$ cat config.mk
export PLATFORM = sky130hd
export DESIGN_NAME = geri_yaz_hakem
export DESIGN_NICKNAME = d
export VERILOG_FILES = /design/src/rtl/geri_yaz_hakem.sv
export SDC_FILE = /design/constraint.sdc
export NUM_CORES = 1
export LEC_CHECK = 0
export ABC_CLOCK_PERIOD_IN_PS = 5800
export CAP_MARGIN = 20
export CORE_UTILIZATION = 28
export DETAILED_ROUTE_END_ITERATION = 10
export GPL_ROUTABILITY_DRIVEN = 0
export PLACE_DENSITY = 0.6
export SLEW_MARGIN = 30
export SYNTH_ARGS = -nofsm -noshare
export SYNTH_HDL_FRONTEND = slang
export SYNTH_SLANG_ARGS = --single-unit
$ cat constraint.sdc
create_clock -name clk_i -period 5.8 [get_ports clk_i]
set_input_delay 1.16 -clock clk_i [delete_from_list [all_inputs] [get_ports clk_i]]
set_output_delay 1.16 -clock clk_i [all_outputs]
set_load 0.005 [all_outputs]
$ cat src/rtl/geri_yaz_hakem.sv
// Write-back arbiter: merges pipeline results with a 2-entry queue of long-latency
// unit results onto one register-file write port, raising a stall when the queue starves.
module geri_yaz_hakem #(
    parameter int unsigned BEKLEME_ESIGI = 4
) (
    input  logic        clk_i,
    input  logic        rst_i,
    input  logic        gy_gecerli_i,
    input  logic [4:0]  gy_adres_i,
    input  logic [31:0] gy_deger_i,
    input  logic        uzun_gecerli_i,
    input  logic [4:0]  uzun_adres_i,
    input  logic [31:0] uzun_deger_i,
    output logic        uzun_hazir_o,
    input  logic [4:0]  cz_rs1_adres_i,
    input  logic [4:0]  cz_rs2_adres_i,
    output logic        cz_bekliyor_o,
    output logic        cyo_durdur_o,
    output logic [4:0]  cyo_yaz_adres_o,
    output logic [31:0] cyo_yaz_deger_o,
    output logic        cyo_yaz_yazmac_o
);

    typedef enum logic [1:0] {BOS, BEKLE, DURDUR} durum_t;

    typedef struct packed {
        logic [4:0]  adres;
        logic [31:0] deger;
    } kayit_t;

    localparam logic [2:0] ESIK = 3'(BEKLEME_ESIGI);

    durum_t      durum_q, durum_d;
    logic [2:0]  sayac_q, sayac_d;
    logic [1:0]  sayi_q, sayi_d;
    logic        bas_gecerli_q, bas_gecerli_d;
    logic        arka_gecerli_q, arka_gecerli_d;
    kayit_t      bas_q, bas_d;
    kayit_t      arka_q, arka_d;
    logic        yaz_yazmac_q, yaz_yazmac_d;
    logic [4:0]  yaz_adres_q, yaz_adres_d;
    logic [31:0] yaz_deger_q, yaz_deger_d;

    logic   gy_izin;
    logic   yeni_gecerli;
    kayit_t yeni;
    logic   cek;
    logic   bas_kal;
    logic   arka_kal;

    assign uzun_hazir_o     = (sayi_q < 2'd2);
    assign cyo_durdur_o     = (durum_q == DURDUR);
    assign cyo_yaz_yazmac_o = yaz_yazmac_q;
    assign cyo_yaz_adres_o  = yaz_adres_q;
    assign cyo_yaz_deger_o  = yaz_deger_q;

    assign cz_bekliyor_o =
        (bas_gecerli_q && (bas_q.adres != 5'd0) &&
         ((bas_q.adres == cz_rs1_adres_i) || (bas_q.adres == cz_rs2_adres_i))) ||
        (arka_gecerli_q && (arka_q.adres != 5'd0) &&
         ((arka_q.adres == cz_rs1_adres_i) || (arka_q.adres == cz_rs2_adres_i)));

    // Queue datapath: pop, drop entries overwritten by a younger pipeline write, compact, append.
    always_comb begin
        // NOTE: every always_comb output gets a default first so no path can infer a latch.
        bas_d          = bas_q;
        arka_d         = arka_q;
        bas_gecerli_d  = 1'b0;
        arka_gecerli_d = 1'b0;

        gy_izin      = gy_gecerli_i && (gy_adres_i != 5'd0);
        yeni.adres   = uzun_adres_i;
        yeni.deger   = uzun_deger_i;
        yeni_gecerli = uzun_gecerli_i && uzun_hazir_o && (uzun_adres_i != 5'd0) &&
                       !(gy_izin && (uzun_adres_i == gy_adres_i));
        cek          = !gy_izin && (sayi_q != 2'd0);
        bas_kal      = bas_gecerli_q && !cek && !(gy_izin && (bas_q.adres == gy_adres_i));
        arka_kal     = arka_gecerli_q && !(gy_izin && (arka_q.adres == gy_adres_i));

        if (bas_kal) begin
            bas_gecerli_d = 1'b1;
            if (arka_kal) begin
                arka_gecerli_d = 1'b1;
            end else begin
                arka_d         = yeni;
                arka_gecerli_d = yeni_gecerli;
            end
        end else if (arka_kal) begin
            bas_d          = arka_q;
            bas_gecerli_d  = 1'b1;
            arka_d         = yeni;
            arka_gecerli_d = yeni_gecerli;
        end else begin
            bas_d         = yeni;
            bas_gecerli_d = yeni_gecerli;
        end

        sayi_d = {1'b0, bas_gecerli_d} + {1'b0, arka_gecerli_d};

        yaz_yazmac_d = 1'b0;
        yaz_adres_d  = yaz_adres_q;
        yaz_deger_d  = yaz_deger_q;
        if (gy_izin) begin
            yaz_yazmac_d = 1'b1;
            yaz_adres_d  = gy_adres_i;
            yaz_deger_d  = gy_deger_i;
        end else if (cek) begin
            yaz_yazmac_d = 1'b1;
            yaz_adres_d  = bas_q.adres;
            yaz_deger_d  = bas_q.deger;
        end
    end

    // Starvation FSM: the counter measures how long the queue head has been denied.
    always_comb begin
        durum_d = durum_q;
        sayac_d = sayac_q;
        unique case (durum_q)
            BOS: begin
                if (yeni_gecerli) begin
                    durum_d = BEKLE;
                    sayac_d = 3'd0;
                end
            end
            BEKLE: begin
                if (cek) begin
                    sayac_d = 3'd0;
                end else begin
                    sayac_d = sayac_q + 3'd1;
                    if (sayac_d == ESIK) durum_d = DURDUR;
                end
            end
            DURDUR: begin
                if (cek) begin
                    durum_d = BEKLE;
                    sayac_d = 3'd0;
                end
            end
            default: begin
                durum_d = BOS;
                sayac_d = 3'd0;
            end
        endcase
        if (sayi_d == 2'd0) begin
            durum_d = BOS;
            sayac_d = 3'd0;
        end
    end

    // NOTE: sequential state uses non-blocking assignments so every flop samples pre-edge values.
    always_ff @(posedge clk_i or posedge rst_i) begin
        if (rst_i) begin
            durum_q        <= BOS;
            sayac_q        <= 3'd0;
            sayi_q         <= 2'd0;
            bas_gecerli_q  <= 1'b0;
            arka_gecerli_q <= 1'b0;
            yaz_yazmac_q   <= 1'b0;
            yaz_adres_q    <= 5'd0;
            yaz_deger_q    <= 32'd0;
        end else begin
            durum_q        <= durum_d;
            sayac_q        <= sayac_d;
            sayi_q         <= sayi_d;
            bas_gecerli_q  <= bas_gecerli_d;
            arka_gecerli_q <= arka_gecerli_d;
            yaz_yazmac_q   <= yaz_yazmac_d;
            yaz_adres_q    <= yaz_adres_d;
            yaz_deger_q    <= yaz_deger_d;
        end
    end

    // NOTE: queue payload needs no reset; the valid bits alone decide whether it is ever used.
    always_ff @(posedge clk_i) begin
        bas_q  <= bas_d;
        arka_q <= arka_d;
    end

endmodule

==> impl_metrics.csv <==
group,metric,value,unit
hold_path,min_path_type,"flip-flop to flip-flop",
outcome,status,"finished, final reports clean",
logic_synthesis,ys_seq_area_share,57.73,%
floorplanning,start_util,28.82,%
timing,fin_crit_sh,72.95,%
floorplanning,die_h,147,um
logic_synthesis,synth_top_area_cell,"edfxtp_1",
logic_synthesis,netlist_area,5887,sq um
logic_synthesis,yosys.area_share.simple,5.271,%
logic_synthesis,synth_edf_count,74,
job,maxCapViolCount,0,
grt,gr-usage-all-layers,14.14,%
drt,drt-initial-drc-count,174,
logic_synthesis,synth_ff_type,"edfxtp_1",
drt,dr.pass1.iters,4,
logic_synthesis,syn_avg_cell_area,13.38,sq um
floorplanning,die_w,147,um
logic_synthesis,ys_ff_latch,121,
logic_synthesis,synth-xor-area-share,5.207,%
clocking,cts_sinks,121,
timing,finalHoldViolations,0,
timing,rsz0062_at_grt,"false",
logic_synthesis,yosys_warnings,0,
clocking,postCtsSetupBuffers,0,
logic_synthesis,synthCells,440,
critical_path,critical_path_arrival,4.55,ns
grt,grt_pass1_wl,23190,um
timing,worst_clock_skew,0.002909,ns
clocking,clk_latency,0.40,ns
critical_path,critPathMaxFanout,28,
grt,grt_pass1_vias,4375,
logic_synthesis,synth_area_leaders,"edfxtp_1 38%, dfrtp_1 20%, mux2_2 8.0%, mux2i_1 6.5%, mux2_1 6.1%",
floorplanning,rows,52,
floorplanning,die_area,21610,sq um
layout,num_antenna_cells,0,
grt,grt_max_degree,48,
floorplanning,io_pins,129,
grt,grt-busiest-layer,"met2",
clocking,clkSlewWorstSetupHoldPaths,0.05,ns
layout,layout-drive-gt1-share,15.49,%
grt,met3_usage,3.447,%
pwr,power-per-cell-area,501.8,nW/um^2
grt,grt_use_met2,24.91,%
pwr,ir_worst_vdd,0.0002281,V
timing,period_needed,4.231,ns
layout,fill_cells,1942,
clocking,cts_tree,"done",
critical_path,required,6.12,ns
drt,wl_per_cell,16.79,um
timing,fin_tns_setup,0,ns
floorplanning,core,20430,sq um
clocking,htree_levels,4,
logic_synthesis,async_reset_ff_share,38.84,%
critical_path,critPathLaunchType,"primary input",
timing,max_freq,236.3,MHz
layout,final_net_count,661,
clocking,cts_buffers,17,
logic_synthesis,synth_top_cell_area_share,37.75,%
timing,finalSetupViolCount,0,
grt,overflow,0,
drt,num_vias,3915,
clocking,ctsResizeCount,0,
clocking,cts_hold_buffers,0,
timing,holdWs,0.5366,ns
drt,via_per_inst,4.600,
clocking,clockBufferDepth,2,
logic_synthesis,synth.distinct_cells,45,
critical_path,worstSetupPathType,"primary input to flip-flop",
layout,layout_commonest_cell,"clkdlybuf4s50_1",
drt,drc_errors,0,
logic_synthesis,synth-compound-area-share,7.481,%
layout,stdcell_area,8009,sq um
logic_synthesis,synthMuxAreaShare,20.62,%
timing,slew_violations,0,
layout,fin_util,39.20,%
grt,antenna_found_initial,0,
grt,grt_use_met1,16.15,%
drt,ant_nets,0,
critical_path,cp-end-kind,"flip-flop",
logic_synthesis,synth_top_family_by_area,"multiplexers",
timing,tightest_slew,0.8797,ns
logic_synthesis,synth-adder-area-share,0.8502,%
pwr,fin_total_pwr,4.019,mW
placement,dpl_cell_area,7438,sq um
layout,area_growth,36.05,%
layout,final_cell_mix,"128 x clkdlybuf4s50_1, 74 x edfxtp_1, 47 x dfrtp_1",
timing,max-slew-margin-rel,41.35,%
placement,dp_hpwl,10120,um
drt,routed_wl,14290,um
placement,numPortBuffers,128,
clocking,cts-root-buf,"clkbuf_16",
logic_synthesis,synthesis.nets,532,
pwr,p_leak,3.052,nW
-- through the flow --
| step | setup slack [ns] | std cells |
|---|---|---|
| floorplan | 1.009 | 440 |
| global placement | 1.372 | 820 |
| detailed placement | 1.313 | 820 |
| CTS | 1.576 | 851 |
| global route | 1.353 | 851 |
| finish | 1.569 | 851 |
-- worst paths after layout --
check | start | to | slack, ns | cells past startpoint
worst max register to register | arka_q[34] | sayac_q[2] | 2.75 | 10
worst min register to register | sayac_q[0] | sayac_q[0] | 0.54 | 1
max in group asynchronous | rst_i | cyo_yaz_deger_o[22] | 4.17 | 2
worst min-delay path | sayac_q[0] | sayac_q[0] | 0.54 | 1
min in group asynchronous | rst_i | cyo_yaz_deger_o[0] | 1.20 | 2
worst max-delay path | gy_adres_i[3] | sayac_q[2] | 1.57 | 11
-- power by group --
part | leakage [nW] | switching (mW) | internal [mW]
combinational | 1.47 | 0.634 | 0.669
sequential | 1.30 | 0.254 | 1.44
clock | 0.283 | 0.365 | 0.657
total | 3.05 | 1.25 | 2.77
-- synth_stat cells (2+ instances only) --
master,count
edfxtp_1,74
dfrtp_1,47
o21ai_0,44
mux2_2,42
nand2_1,42
mux2i_1,38
mux2_1,32
xor2_1,18
xnor2_1,17
clkbuf_1,11
inv_1,8
buf_2,7
nor2_1,6
nand3_1,5
buf_6,4
ha_1,4
nor3_1,4
a21oi_1,3
a31oi_1,3
nor2b_1,2
o21a_1,2
o311a_1,2
or2_2,2
or4_1,2
-- critical path: stages --
cell             delay, ns
clkdlybuf4s50_1       0.55
or3_4                 0.45
o21a_2                0.40
a31oi_4               0.19
buf_4                 0.29
a21oi_1               0.13
a21o_1                0.17
ha_1                  0.22
a2111oi_0             0.61
o21ai_0               0.24
o21ai_0               0.14
-- sequential cells by signal, summed over array words and instances, names as in the netlist --
register,count
cyo_yaz_deger_o,32
bas_q,37
cyo_yaz_yazmac_o,1
sayi_q,2
arka_gecerli_q,1
sayac_q,3
durum_q,2
arka_q,37
cyo_yaz_adres_o,5
bas_gecerli_q,1
-- per-layer routing --
layer  wire [um]  vias up
met5           0        -
met4         344        0
met1        6005     1934
met2        7429       86
met3         505       25
li1            -     1870
-- cell families (layout without fill, tap and decap cells) --
family / Yosys count / after routing
and+or+nand+nor: 67 / 67
muxes: 112 / 112
DFF: 121 / 121
AOI/OAI and AO/OA: 68 / 68
xor gates and xnor gates: 35 / 35
adders and majority gates: 4 / 4
buffers and inverters: 33 / 174
-- cell type report --
| cell class | count | area, sq um | area share, % |
|---|---|---|---|
| flip-flops and latches | 121 | 3398 | 42.43 |
| multi-input cells | 286 | 2336 | 29.17 |
| repair buffers | 135 | 1334 | 16.65 |
| clock buffers | 21 | 470.5 | 5.874 |
| well taps | 270 | 337.8 | 4.218 |
| clock inverters | 10 | 100.1 | 1.250 |
| inverters | 8 | 32.53 | 0.4062 |
(Power assumes the default switching activity.)
